===== src/rtl/decimal_entry_nbit.sv =====
// Decimal keypad entry: accumulates BCD digits into a binary value, published on commit.
// Optional seven-segment echo of entered digits when DECIMAL_ENTRY_ECHO_EN is defined.
module decimal_entry_nbit #(
  parameter int unsigned NUM_DIGITS  = 2,
  parameter int unsigned VALUE_WIDTH = $clog2(10**NUM_DIGITS)
) (
  input  logic                             clk,
  input  logic                             n_reset,
  input  logic [3:0]                       digit_in,
  input  logic                             digit_valid,
  output logic                             digit_ready,
  input  logic                             commit,
  input  logic                             clear,
  output logic [VALUE_WIDTH-1:0]           value,
  output logic                             value_valid,
  output logic [$clog2(NUM_DIGITS+1)-1:0]  digit_count,
`ifdef DECIMAL_ENTRY_ECHO_EN
  output logic                             digit_error,
  output logic [NUM_DIGITS-1:0][6:0]       echo_seg
`else
  output logic                             digit_error
`endif
);

  localparam int unsigned CntW = $clog2(NUM_DIGITS + 1);

  typedef enum logic [1:0] {StEntry, StCalc, StFull} state_e;

  state_e                 state_q, state_d;
  logic [VALUE_WIDTH-1:0] acc_q, acc_d;
  logic [VALUE_WIDTH-1:0] value_q, value_d;
  logic [CntW-1:0]        cnt_q, cnt_d, cnt_inc;
  logic [3:0]             digit_q, digit_d;
  logic                   pend_q, pend_d;
  logic                   vv_q, vv_d;
  logic                   err_q, err_d;
  logic                   transfer;
  logic [VALUE_WIDTH-1:0] acc_x10;

`ifdef DECIMAL_ENTRY_ECHO_EN
  logic [NUM_DIGITS-1:0][6:0] echo_q, echo_d;

  function automatic logic [6:0] seg7(input logic [3:0] d);
    logic [6:0] s;
    case (d)
      4'd0:    s = 7'b0111111;
      4'd1:    s = 7'b0000110;
      4'd2:    s = 7'b1011011;
      4'd3:    s = 7'b1001111;
      4'd4:    s = 7'b1100110;
      4'd5:    s = 7'b1101101;
      4'd6:    s = 7'b1111101;
      4'd7:    s = 7'b0000111;
      4'd8:    s = 7'b1111111;
      4'd9:    s = 7'b1101111;
      default: s = 7'b0000000;
    endcase
    return s;
  endfunction
`endif

  assign digit_ready = (state_q == StEntry) & ~commit & ~clear & n_reset;
  assign transfer    = digit_valid & digit_ready;
  assign cnt_inc     = cnt_q + CntW'(1);
  // acc holds at most NUM_DIGITS-1 digits here, so x10+digit always fits the width
  assign acc_x10     = (acc_q << 3) + (acc_q << 1) + VALUE_WIDTH'(digit_q);

  always_comb begin
    state_d = state_q;
    acc_d   = acc_q;
    value_d = value_q;
    cnt_d   = cnt_q;
    digit_d = digit_q;
    pend_d  = pend_q;
    vv_d    = 1'b0;
    err_d   = 1'b0;
`ifdef DECIMAL_ENTRY_ECHO_EN
    echo_d  = echo_q;
`endif
    if (clear) begin
      state_d = StEntry;
      acc_d   = '0;
      cnt_d   = '0;
      pend_d  = 1'b0;
`ifdef DECIMAL_ENTRY_ECHO_EN
      echo_d  = '0;
`endif
    end else begin
      case (state_q)
        StCalc: begin
          acc_d   = acc_x10;
          cnt_d   = cnt_inc;
          state_d = (cnt_inc == CntW'(NUM_DIGITS)) ? StFull : StEntry;
          if (commit) pend_d = 1'b1;
`ifdef DECIMAL_ENTRY_ECHO_EN
          for (int i = NUM_DIGITS - 1; i > 0; i--) echo_d[i] = echo_q[i-1];
          echo_d[0] = seg7(digit_q);
`endif
        end
        StEntry, StFull: begin
          if (commit || pend_q) begin
            value_d = acc_q;
            vv_d    = 1'b1;
            acc_d   = '0;
            cnt_d   = '0;
            pend_d  = 1'b0;
            state_d = StEntry;
`ifdef DECIMAL_ENTRY_ECHO_EN
            echo_d  = '0;
`endif
          end
          // A transfer alongside a pending commit starts a fresh entry
          if (transfer) begin
            if (digit_in <= 4'd9) begin
              digit_d = digit_in;
              state_d = StCalc;
            end else begin
              err_d = 1'b1;
            end
          end
        end
        default: state_d = StEntry;
      endcase
    end
  end

  always_ff @(posedge clk or negedge n_reset) begin
    if (!n_reset) begin
      state_q <= StEntry;
      acc_q   <= '0;
      value_q <= '0;
      cnt_q   <= '0;
      digit_q <= '0;
      pend_q  <= 1'b0;
      vv_q    <= 1'b0;
      err_q   <= 1'b0;
`ifdef DECIMAL_ENTRY_ECHO_EN
      echo_q  <= '0;
`endif
    end else begin
      state_q <= state_d;
      acc_q   <= acc_d;
      value_q <= value_d;
      cnt_q   <= cnt_d;
      digit_q <= digit_d;
      pend_q  <= pend_d;
      vv_q    <= vv_d;
      err_q   <= err_d;
`ifdef DECIMAL_ENTRY_ECHO_EN
      echo_q  <= echo_d;
`endif
    end
  end

  assign value       = value_q;
  assign value_valid = vv_q;
  assign digit_count = cnt_q;
  assign digit_error = err_q;
`ifdef DECIMAL_ENTRY_ECHO_EN
  assign echo_seg    = echo_q;
`endif

endmodule


===== config.mk =====
export PLATFORM = sky130hd
export DESIGN_NAME = decimal_entry_nbit
export DESIGN_NICKNAME = d
export VERILOG_FILES = /design/src/rtl/decimal_entry_nbit.sv
export SDC_FILE = /design/constraint.sdc
export NUM_CORES = 1
export LEC_CHECK = 0
export CAP_MARGIN = 20
export CORE_UTILIZATION = 30
export CTS_CLUSTER_SIZE = 25
export DETAILED_ROUTE_END_ITERATION = 12
export REMOVE_ABC_BUFFERS = 1
export SETUP_SLACK_MARGIN = 0.1
export SLEW_MARGIN = 20
export SYNTH_ARGS = -nofsm -noshare
export SYNTH_HDL_FRONTEND = slang
export SYNTH_SLANG_ARGS = --single-unit

===== constraint.sdc =====
create_clock -name clk -period 2.48 [get_ports clk]
set_clock_uncertainty 0.1 [all_clocks]
set_input_delay 0.496 -clock clk [delete_from_list [all_inputs] [get_ports clk]]
set_output_delay 0.496 -clock clk [all_outputs]
set_load 0.1 [all_outputs]

==> results of run 1 <==
## per-stage QoR
step | total power [mW] | area [um2] | std cells | hold slack, ns
6_report | 0.829 | 1650 | 177 | 0.397
5_1_grt | 0.872 | 1650 | 177 | 0.432
4_1_cts | 0.841 | 1650 | 177 | 0.403
3_5_place_dp | 0.588 | 1600 | 173 | 0.383
3_3_place_gp | 0.584 | 1600 | 173 | 0.381
2_1_floorplan | 0.534 | 1310 | 96 | 0.100
## layout by cell type, fill, tap and decap left out, types with 2 or more instances in the layout
| master | synthesis | routed |
|---|---|---|
| clkdlybuf4s50_1 | 0 | 8 |
| clkbuf_8 | 0 | 3 |
| mux2_4 | 10 | 10 |
| dfrtp_1 | 25 | 25 |
| a211o_1 | 2 | 2 |
| ha_1 | 9 | 9 |
| fa_1 | 2 | 2 |
| inv_1 | 11 | 11 |
| buf_4 | 0 | 16 |
| nand3_1 | 4 | 4 |
| a21oi_1 | 4 | 4 |
| a22o_1 | 6 | 6 |
| a21o_1 | 2 | 2 |
## power groups by stage
| stage | Clock (mW) | Combinational [mW] | Sequential [mW] |
|---|---|---|---|
| 2_1_floorplan | 0 | 0.0692 | 0.464 |
| 3_3_place_gp | 0 | 0.136 | 0.448 |
| 3_5_place_dp | 0 | 0.139 | 0.449 |
| 4_1_cts | 0.258 | 0.142 | 0.441 |
| 5_1_grt | 0.276 | 0.153 | 0.443 |
| 6_report | 0.250 | 0.139 | 0.440 |
## routing by layer
metal	vias to the layer above	track usage (%)	wire length, um
li1	410	-	-
met1	404	13.1	1070
met2	18	17.6	1070
met3	4	1.90	86
met4	0	4.08	29
met5	-	0	0
## logic make-up after synthesis
family          count (synthesis)  share of synthesized area (%)
fa+ha+maj                      11                           11.3
compound gates                 20                           11.9
flops                          25                           46.4
simple gates                   16                           10.5
xor+xnor                        2                           2.32
mux                            11                           12.0
buf+inv                        14                           5.57
## registers in the layout, summed over array words and instances (netlist names)
name and cells:
acc_q 7, value 7, digit_q 4, digit_count 2, state_q 2, digit_error 1, pend_q 1, value_valid 1
## worst reg2reg max path: cells and delay by family (launching register included)
kind | cells | cell delay [ns]
adders and majority gates | 2 | 0.98
and+or+nand+nor | 2 | 0.20
buffers and inverters | 2 | 0.14
DFF | 1 | 0.40
AOI/OAI and AO/OA | 1 | 0.25
## worst max path at each step
stage | to | slack [ns] | depth (start not counted)
after floorplan | digit_ready | 0.27 | 2
after global placement | value[1] | 0.20 | 4
after detailed placement | value[0] | 0.17 | 4
after CTS | digit_ready | 0.19 | 4
after global routing | digit_ready | 0.16 | 4
final | digit_ready | 0.21 | 4
## final cells by class
class,count,area [um2]
tap,52,65.1
timing repair buffer,25,220
clock buffer,3,41.3
clock inverter,1,7.51
sequential,25,626
multi-input combinational,60,647
inverter,11,41.3
fill,437,2680
==> results.py, run 1 <==
metrics = {
    "status": {
        "status": "completed",
    },
    "worst_setup_path": {
        "slowest_stage": "clkdlybuf4s50_1",
        "crit_buf_inv": 2,
        "cp_top_family": "buffers and inverters",
        "cp.required_ns": 1.88,
        "path_class": "input pin to output port",
        "crit_path_start_kind": "input pin",
        "crit_path_max_fanout": 4,
        "r2r-end": "acc_q[6]",
        "path_cells": "clkdlybuf4s50_1 > nor4_4 > and2_1 > buf_12",
        "slowest_delay_ns": 0.50,
        "crit_arrival_ns": 1.67,
        "worstReg2RegStart": "acc_q[0]",
        "end_kind": "output port",
        "cp-startpoint": "commit",
        "ff2ff_path_depth": 7,
        "r2r_slack_ns": 0.30,
    },
    "global_route": {
        "overflow": 0,
        "track_usage_pct": 10.4,
        "grt_antenna_before_repair": 0,
        "grt_pass1_wl_um": 4020,
        "grt_pass1_vias": 869,
        "grt_max_degree": 19,
    },
    "clock_network": {
        "cts_tree": "done",
        "postCtsHoldBufs": 0,
        "h-tree-depth": 1,
        "root_buffer": "clkbuf_8",
        "clock-sinks": 25,
        "clockBufferDepth": 2,
        "clock_latency_ns": 0.27,
        "postCtsSetupBuffers": 0,
        "cts_buffers": 3,
        "cts_resized": 0,
        "clk_pin_slew_worst_paths_ns": 0.08,
    },
    "yosys": {
        "seq_area_frac_synth_pct": 46.4,
        "ys.warnings.count": 0,
        "ys_top_cells_by_area": "dfrtp_1 (46%), mux2_4 (11%), ha_1 (8.4%)",
        "synth-edff-count": 0,
        "ys_types": 32,
        "syn_area_um2": 1350,
        "synth_area_leader_cell": "dfrtp_1",
        "async_flop_share_pct": 100,
        "synth-main-ff-cell": "dfrtp_1",
        "synth.top_cell.area_share_pct": 46.4,
        "avgSynthCellArea_um2": 13.6,
        "synth.most_common_cell": "dfrtp_1",
        "ys_ff_latch": 25,
        "ys_top_cells_by_count": "dfrtp_1 (25), inv_1 (11), mux2_4 (10)",
        "syn_inst": 99,
    },
    "routing": {
        "antenna_left": 0,
        "routedWlPerCell_um": 12.7,
        "drtPass1Iterations": 4,
        "vias": 836,
        "wl_um": 2250,
        "drc_errors": 0,
        "viasPerCell": 4.72,
        "drt_iter0_drc": 24,
    },
    "timing": {
        "tightest_slew_ns": 0.497,
        "fmax_mhz": 440,
        "drv_slew": 0,
        "setup_ws_ns": 0.209,
        "rsz0062_at_grt": "false",
        "fin_crit_sh_pct": 91.6,
        "fin_tns_setup_ns": 0,
        "final_hold_viol_count": 0,
        "setup_viol": 0,
        "worst_slew_margin_rel_pct": 66.9,
        "min_period_ns": 2.27,
    },
    "power": {
        "internal_power_uw": 604,
        "leakage_nw": 0.835,
        "pwr-share-seq_pct": 53.1,
        "vdd_drop_max_mv": 0.175,
        "switchingPower_uw": 225,
        "p_per_area_nw_per_um2": 503,
        "swShare_pct": 27.1,
        "p_clk_share_pct": 30.1,
        "combPwrFrac_pct": 16.8,
    },
    "final_layout": {
        "syn2layout_area_growth_pct": 22.3,
        "nNetsFinal": 146,
        "utilization_pct": 38.1,
        "layout-drive-gt1-share_pct": 30.4,
        "num_antenna_cells": 0,
    },
    "floorplan": {
        "fp.dieH_um": 69.0,
        "fp-row-count": 24,
        "io-pin-count": 21,
        "die_w_um": 69.0,
        "core_um2": 4320,
        "start_util_pct": 31.2,
        "fp.dieArea_um2": 4760,
    },
    "placed_design": {
        "place.gp.congestion": 0.812,
        "hpwl_um": 1740,
        "io_buffers": 20,
        "post-place-ws_ns": 0.167,
    },
    "hold_path": {
        "min_from": "acc_q[6]",
        "whs_endpoint": "acc_q[6]",
        "hp-class": "flop to flop",
        "min_path_cells": 1,
    },
    "flow_run": {
        "maxCapViolCount": 0,
    },
}
Note: power is estimated with default switching activity, not from simulation.
==> run 2: changes to the inputs <==
--- a/config.mk
+++ b/config.mk
@@ -6,9 +6,10 @@
 export NUM_CORES = 1
 export LEC_CHECK = 0
 export CAP_MARGIN = 20
-export CORE_UTILIZATION = 30
+export CORE_UTILIZATION = 52
 export CTS_CLUSTER_SIZE = 25
 export DETAILED_ROUTE_END_ITERATION = 12
+export PLACE_DENSITY = 0.78
 export REMOVE_ABC_BUFFERS = 1
 export SETUP_SLACK_MARGIN = 0.1
 export SLEW_MARGIN = 20
==> constraint.sdc (replaced) <==
create_clock -name clk -period 2.25 [get_ports clk]
set_clock_uncertainty 0.1 [all_clocks]
set_input_delay 0.45 -clock clk [delete_from_list [all_inputs] [get_ports clk]]
set_output_delay 0.45 -clock clk [all_outputs]
set_load 0.1 [all_outputs]
==> run 2 against run 1 <==
Effect of this change: utilization grew 30 points; largest cell class unchanged; routed wire length grew 8.1%; cell count shrank 11%; worst setup slack lost 0.043 ns; combinational power grew 14%; critical path depth grew 3; sequential power grew 10%; global-route usage grew 11 points; cell area grew 0.76%; sequential share of layout area shrank 0.14 points; clock-buffer cell count grew 1; flip-flop and latch count is the same.
==> results.py, run 2 (synthesis results as in run 1) <==
metrics = {
    "global_route": {
        "grt_max_degree": 16,
        "grt_pass1_wl_um": 4210,
        "track_usage_pct": 21.2,
        "grt_antenna_before_repair": 0,
        "grt_pass1_vias": 964,
        "overflow": 0,
    },
    "worst_setup_path": {
        "cp.required_ns": 2.38,
        "slowest_stage": "fa_1",
        "crit_path_start_kind": "flop",
        "slowest_delay_ns": 0.49,
        "path_cells": "inv_2 > fa_1 > inv_1 > fa_2 > nand3_2 > nand3_1 > a32o_1",
        "crit_arrival_ns": 2.22,
        "cp_top_family": "adder cells",
        "crit_buf_inv": 2,
        "path_class": "flop to flop",
        "ff2ff_path_depth": 7,
        "r2r_slack_ns": 0.17,
        "crit_path_max_fanout": 4,
        "r2r-end": "acc_q[6]",
        "worstReg2RegStart": "acc_q[2]",
        "end_kind": "flop",
    },
    "power": {
        "power.total_uw": 845,
        "leakage_nw": 0.851,
        "vdd_drop_max_mv": 0.617,
        "p_per_area_nw_per_um2": 509,
    },
    "routing": {
        "wl_um": 2440,
        "drc_errors": 0,
        "vias": 885,
        "antenna_left": 0,
        "drtPass1Iterations": 4,
        "routedWlPerCell_um": 15.4,
        "drt_iter0_drc": 6,
        "viasPerCell": 5.60,
    },
    "timing": {
        "rsz0062_at_grt": "true",
        "worst_slew_margin_rel_pct": 72.6,
        "tightest_slew_ns": 0.407,
        "fmax_mhz": 480,
        "setup_viol": 0,
        "fin_tns_setup_ns": 0,
        "min_period_ns": 2.08,
        "setup_ws_ns": 0.166,
        "final_hold_viol_count": 0,
        "drv_slew": 0,
        "fin_crit_sh_pct": 92.6,
    },
    "placed_design": {
        "post-place-ws_ns": 0.0893,
        "place.gp.congestion": 0.803,
        "io_buffers": 20,
        "hpwl_um": 1870,
        "place_area_um2": 1590,
    },
    "clock_network": {
        "cts_tree": "done",
        "root_buffer": "clkbuf_4",
        "h-tree-depth": 1,
        "clk_pin_slew_worst_paths_ns": 0.14,
        "clockBufferDepth": 2,
        "cts_buffers": 3,
        "clock-sinks": 25,
        "clock_latency_ns": 0.33,
    },
    "hold_path": {
        "min_from": "clear",
        "min_path_cells": 2,
        "hp-class": "input pin to flop",
        "whs_endpoint": "state_q[1]",
    },
    "final_layout": {
        "utilization_pct": 67.6,
        "layout_commonest_cell": "dfrtp_1",
        "nNetsFinal": 149,
        "num_antenna_cells": 0,
        "syn2layout_area_growth_pct": 23.2,
        "layout-drive-gt1-share_pct": 36.7,
        "postLayoutCellArea_um2": 1660,
        "final_cell_mix": "dfrtp_1 (23), buf_4 (19), inv_1 (10), mux2_4 (10), ha_1 (7)",
    },
    "floorplan": {
        "fp.dieArea_um2": 2800,
        "fp.dieH_um": 52.9,
        "fp-row-count": 18,
        "core_um2": 2450,
        "die_w_um": 52.9,
        "io-pin-count": 21,
        "start_util_pct": 54.9,
    },
    "status": {
        "status": "completed",
    },
    "flow_run": {
        "maxCapViolCount": 0,
    },
}
## run 2: cell types whose count changed in the layout (fill, tap and decap cells not counted), moves of 2 or more
cell             delta
dlymetal6s2s_1      +2
clkbuf_8            -3
ha_4                +2
clkbuf_4            +3
buf_4               +3
dfrtp_2             +2
clkdlybuf4s50_1     -2
dfrtp_1             -2
ha_1                -2
## run 2: area by class of cell
type	count	area, um2
inverters	11	41.3
multi-input cells	60	679
flip-flops and latches	25	628
fillers	184	795
repair buffers	28	248
clock buffers	4	26.3
well taps	30	37.5
## run 2: how the worst max path moves through the flow
stage	end	slack, ns	startpoint	cells past startpoint
6_report	acc_q[6]	0.17	acc_q[2]	7
5_1_grt	acc_q[6]	0.08	acc_q[2]	7
3_3_place_gp	digit_ready	0.11	commit	4
3_5_place_dp	acc_q[6]	0.09	acc_q[2]	7
4_1_cts	digit_ready	0.10	commit	4
2_1_floorplan	digit_ready	0.08	state_q[0]	2
## run 2: per-stage QoR
step,hold WS [ns],cells
final,0.375,158
after global routing,0.381,158
after CTS,0.424,158
after detailed placement,0.394,153
after global placement,0.380,153
after floorplan,0.0544,96
## run 2: what timing repair did
item                       CTS  global route
resized for setup            1             8
setup endpoints to repair    1             3
setup buffers                1             0
hold buffers                 0             0
## run 2: power breakdown
group / internal (mW) / switching [mW] / total, mW
combinational: 0.0709 / 0.0867 / 0.158
clock: 0.0695 / 0.132 / 0.201
sequential: 0.472 / 0.0141 / 0.486
## run 2: per-layer routing
metal	part of all wire (%)	routed length (um)	vias to the layer above	track usage, %
li1	-	-	415	-
met1	44	1080	445	25.1
met2	51	1230	22	36.9
met3	4.3	104	3	4.60
met4	0.78	19	0	8.33
met5	0	0	-	0
==> run 3: changes to the inputs <==
--- a/config.mk
+++ b/config.mk
@@ -5,10 +5,12 @@
 export SDC_FILE = /design/constraint.sdc
 export NUM_CORES = 1
 export LEC_CHECK = 0
+export ABC_AREA = 1
 export CAP_MARGIN = 20
 export CORE_UTILIZATION = 52
 export CTS_CLUSTER_SIZE = 25
 export DETAILED_ROUTE_END_ITERATION = 12
+export GPL_TIMING_DRIVEN = 1
 export PLACE_DENSITY = 0.78
 export REMOVE_ABC_BUFFERS = 1
 export SETUP_SLACK_MARGIN = 0.1
==> run 3 against run 2 <==
Effect of this change: clock-buffer cell count fell by 1; maximum frequency rose by 0.45%; global-route usage rose by 1.3 points; flip-flop and latch count did not move; register-to-register slack improved by 0.04 ns; first-iteration DRC count rose to 2.7 times the previous value; combinational power fell by 10%; total power fell by 1.3%; critical endpoint is now digit_ready; largest power group unchanged.
==> results.py, run 3 <==
metrics = {
    "floorplan": {
        "fp.dieH_um": 52.3,
        "start_util_pct": 57.2,
        "die_w_um": 52.3,
        "fp.dieArea_um2": 2730,
        "core_um2": 2300,
        "io-pin-count": 21,
        "fp-row-count": 17,
    },
    "clock_network": {
        "cts_tree": "done",
        "clock_latency_ns": 0.33,
        "clock-sinks": 25,
        "postCtsHoldBufs": 0,
        "clockBufferDepth": 2,
        "clk_pin_slew_worst_paths_ns": 0.13,
        "cts_buffers": 3,
        "root_buffer": "clkbuf_4",
        "h-tree-depth": 1,
    },
    "worst_setup_path": {
        "cp-endpoint": "digit_ready",
        "r2r_slack_ns": 0.21,
        "crit_path_start_kind": "input pin",
        "cp.required_ns": 1.70,
        "ff2ff_path_depth": 10,
        "end_kind": "output port",
        "crit_buf_inv": 3,
        "worstReg2RegStart": "acc_q[0]",
        "slowest_stage": "clkdlybuf4s50_1",
        "r2r-end": "acc_q[6]",
        "slowest_delay_ns": 0.45,
        "cp-startpoint": "clear",
        "path_cells": "clkdlybuf4s50_1 > inv_2 > nand3_2 > nor2_4 > buf_12",
        "path_class": "input pin to output port",
        "cp_top_family": "buffers and inverters",
        "crit_path_max_fanout": 6,
        "crit_arrival_ns": 1.52,
        "cp_num_cells": 5,
    },
    "power": {
        "p_per_area_nw_per_um2": 522,
        "vdd_drop_max_mv": 0.428,
        "internal_power_uw": 588,
        "swShare_pct": 29.5,
        "p_clk_share_pct": 25.3,
        "power.total_uw": 834,
        "switchingPower_uw": 246,
        "combPwrFrac_pct": 17.1,
        "pwr-share-seq_pct": 57.7,
        "leakage_nw": 0.795,
    },
    "routing": {
        "antenna_left": 0,
        "vias": 1018,
        "routedWlPerCell_um": 12.6,
        "drtPass1Iterations": 6,
        "drt_iter0_drc": 16,
        "drc_errors": 0,
        "viasPerCell": 5.22,
        "wl_um": 2450,
    },
    "yosys": {
        "synth-edff-count": 0,
        "seq_area_frac_synth_pct": 47.6,
        "async_flop_share_pct": 100,
        "syn_inst": 140,
        "avgSynthCellArea_um2": 9.38,
        "ys_top_cells_by_count": "nand2_1 (40), dfrtp_1 (25), inv_1 (16)",
        "ys_ff_latch": 25,
        "syn_area_um2": 1310,
        "ys_types": 23,
        "synth-main-ff-cell": "dfrtp_1",
        "synth.top_cell.area_share_pct": 47.6,
        "ys.warnings.count": 0,
        "synth_area_leader_cell": "dfrtp_1",
        "synth.most_common_cell": "nand2_1",
        "ys_top_cells_by_area": "dfrtp_1 (48%), nand2_1 (11%), ha_1 (8.6%)",
    },
    "global_route": {
        "grt_pass1_wl_um": 4360,
        "grt_pass1_vias": 1002,
        "track_usage_pct": 22.5,
        "overflow": 0,
        "grt_max_degree": 26,
        "grt_antenna_before_repair": 0,
    },
    "final_layout": {
        "utilization_pct": 69.6,
        "layout_commonest_cell": "nand2_1",
        "stdcell_count": 195,
        "nNetsFinal": 188,
        "final_cell_mix": "nand2_1 (40), dfrtp_1 (25), inv_1 (16), buf_4 (15), clkdlybuf4s50_1 (8)",
        "syn2layout_area_growth_pct": 21.6,
        "num_antenna_cells": 0,
        "layout-drive-gt1-share_pct": 25.7,
    },
    "timing": {
        "rsz0062_at_grt": "false",
        "fin_crit_sh_pct": 92.2,
        "tightest_slew_ns": 0.532,
        "fmax_mhz": 482,
        "final_hold_viol_count": 0,
        "worst_slew_margin_rel_pct": 64.4,
        "setup_viol": 0,
        "drv_slew": 0,
        "fin_tns_setup_ns": 0,
        "min_period_ns": 2.07,
    },
    "placed_design": {
        "place.gp.congestion": 0.856,
        "place_inst": 188,
        "hpwl_um": 1830,
        "io_buffers": 20,
    },
    "hold_path": {
        "hp-class": "flop to flop",
    },
    "status": {
        "status": "completed",
    },
    "flow_run": {
        "maxCapViolCount": 0,
    },
}
[run 3: worst min-delay path, stage by stage (launching register included)]
cell and delay, ns:
dfrtp_1 0.37, nand2_1 0.05, nand2_1 0.05
[run 3: worst min-delay path by stage]
stage,slack [ns],from,to,cells after the start
global route,0.42,value[6],value[6],2
CTS,0.40,value[6],value[6],2
floorplan,0.05,n_reset,acc_q[0],0
finish,0.39,value[6],value[6],2
global placement,0.36,value[6],value[6],2
detailed placement,0.36,value[6],value[6],2
[run 3: kinds of logic (layout without fill, tap and decap cells)]
| family | count (synthesis) | in the layout | synth area share, % |
|---|---|---|---|
| simple gates | 61 | 61 | 22.6 |
| flops | 25 | 25 | 47.6 |
| buf+inv | 22 | 49 | 7.24 |
| fa+ha+maj | 11 | 11 | 11.6 |
| compound gates | 20 | 20 | 10.3 |
| xor+xnor | 1 | 1 | 0.667 |
[run 3: stage by stage]
stage	instance area [um2]	worst slack [ns]	hold slack, ns
floorplan	1300	0.245	0.0544
global placement	1530	0.156	0.358
detailed placement	1530	0.0956	0.364
CTS	1570	0.151	0.396
global route	1600	0.0979	0.416
finish	1600	0.176	0.390
[run 3: area by class of cell]
class / instances / area [um2]
tap: 28 / 35.0
clock inverter: 1 / 7.51
timing repair buffer: 24 / 213
sequential: 25 / 626
multi-input combinational: 93 / 611
inverter: 21 / 83.8
clock buffer: 3 / 22.5
fill: 190 / 699
[run 3: timing repair]
| action | CTS | global route |
|---|---|---|
| gates resized for setup | 1 | 3 |
| setup buffers | 1 | 2 |
| cloned | 0 | 0 |
| setup endpoints to repair | 1 | 1 |
| pin swaps | 0 | 1 |
[run 3: power by group through the flow]
| stage | logic, mW | registers (mW) | clock network, mW |
|---|---|---|---|
| after global placement | 0.131 | 0.488 | 0 |
| final | 0.142 | 0.481 | 0.211 |
| after global routing | 0.160 | 0.483 | 0.241 |
| after detailed placement | 0.137 | 0.489 | 0 |
| after CTS | 0.139 | 0.480 | 0.213 |
| after floorplan | 0.0661 | 0.507 | 0 |
[run 3: metal layers]
metal | part of all wire [%] | global-route usage (%) | up-vias
li1 | - | - | 509
met1 | 44 | 26.2 | 475
met2 | 50 | 38.5 | 27
met3 | 3.7 | 5.22 | 7
met4 | 2.3 | 11.4 | 0
met5 | 0 | 0 | -
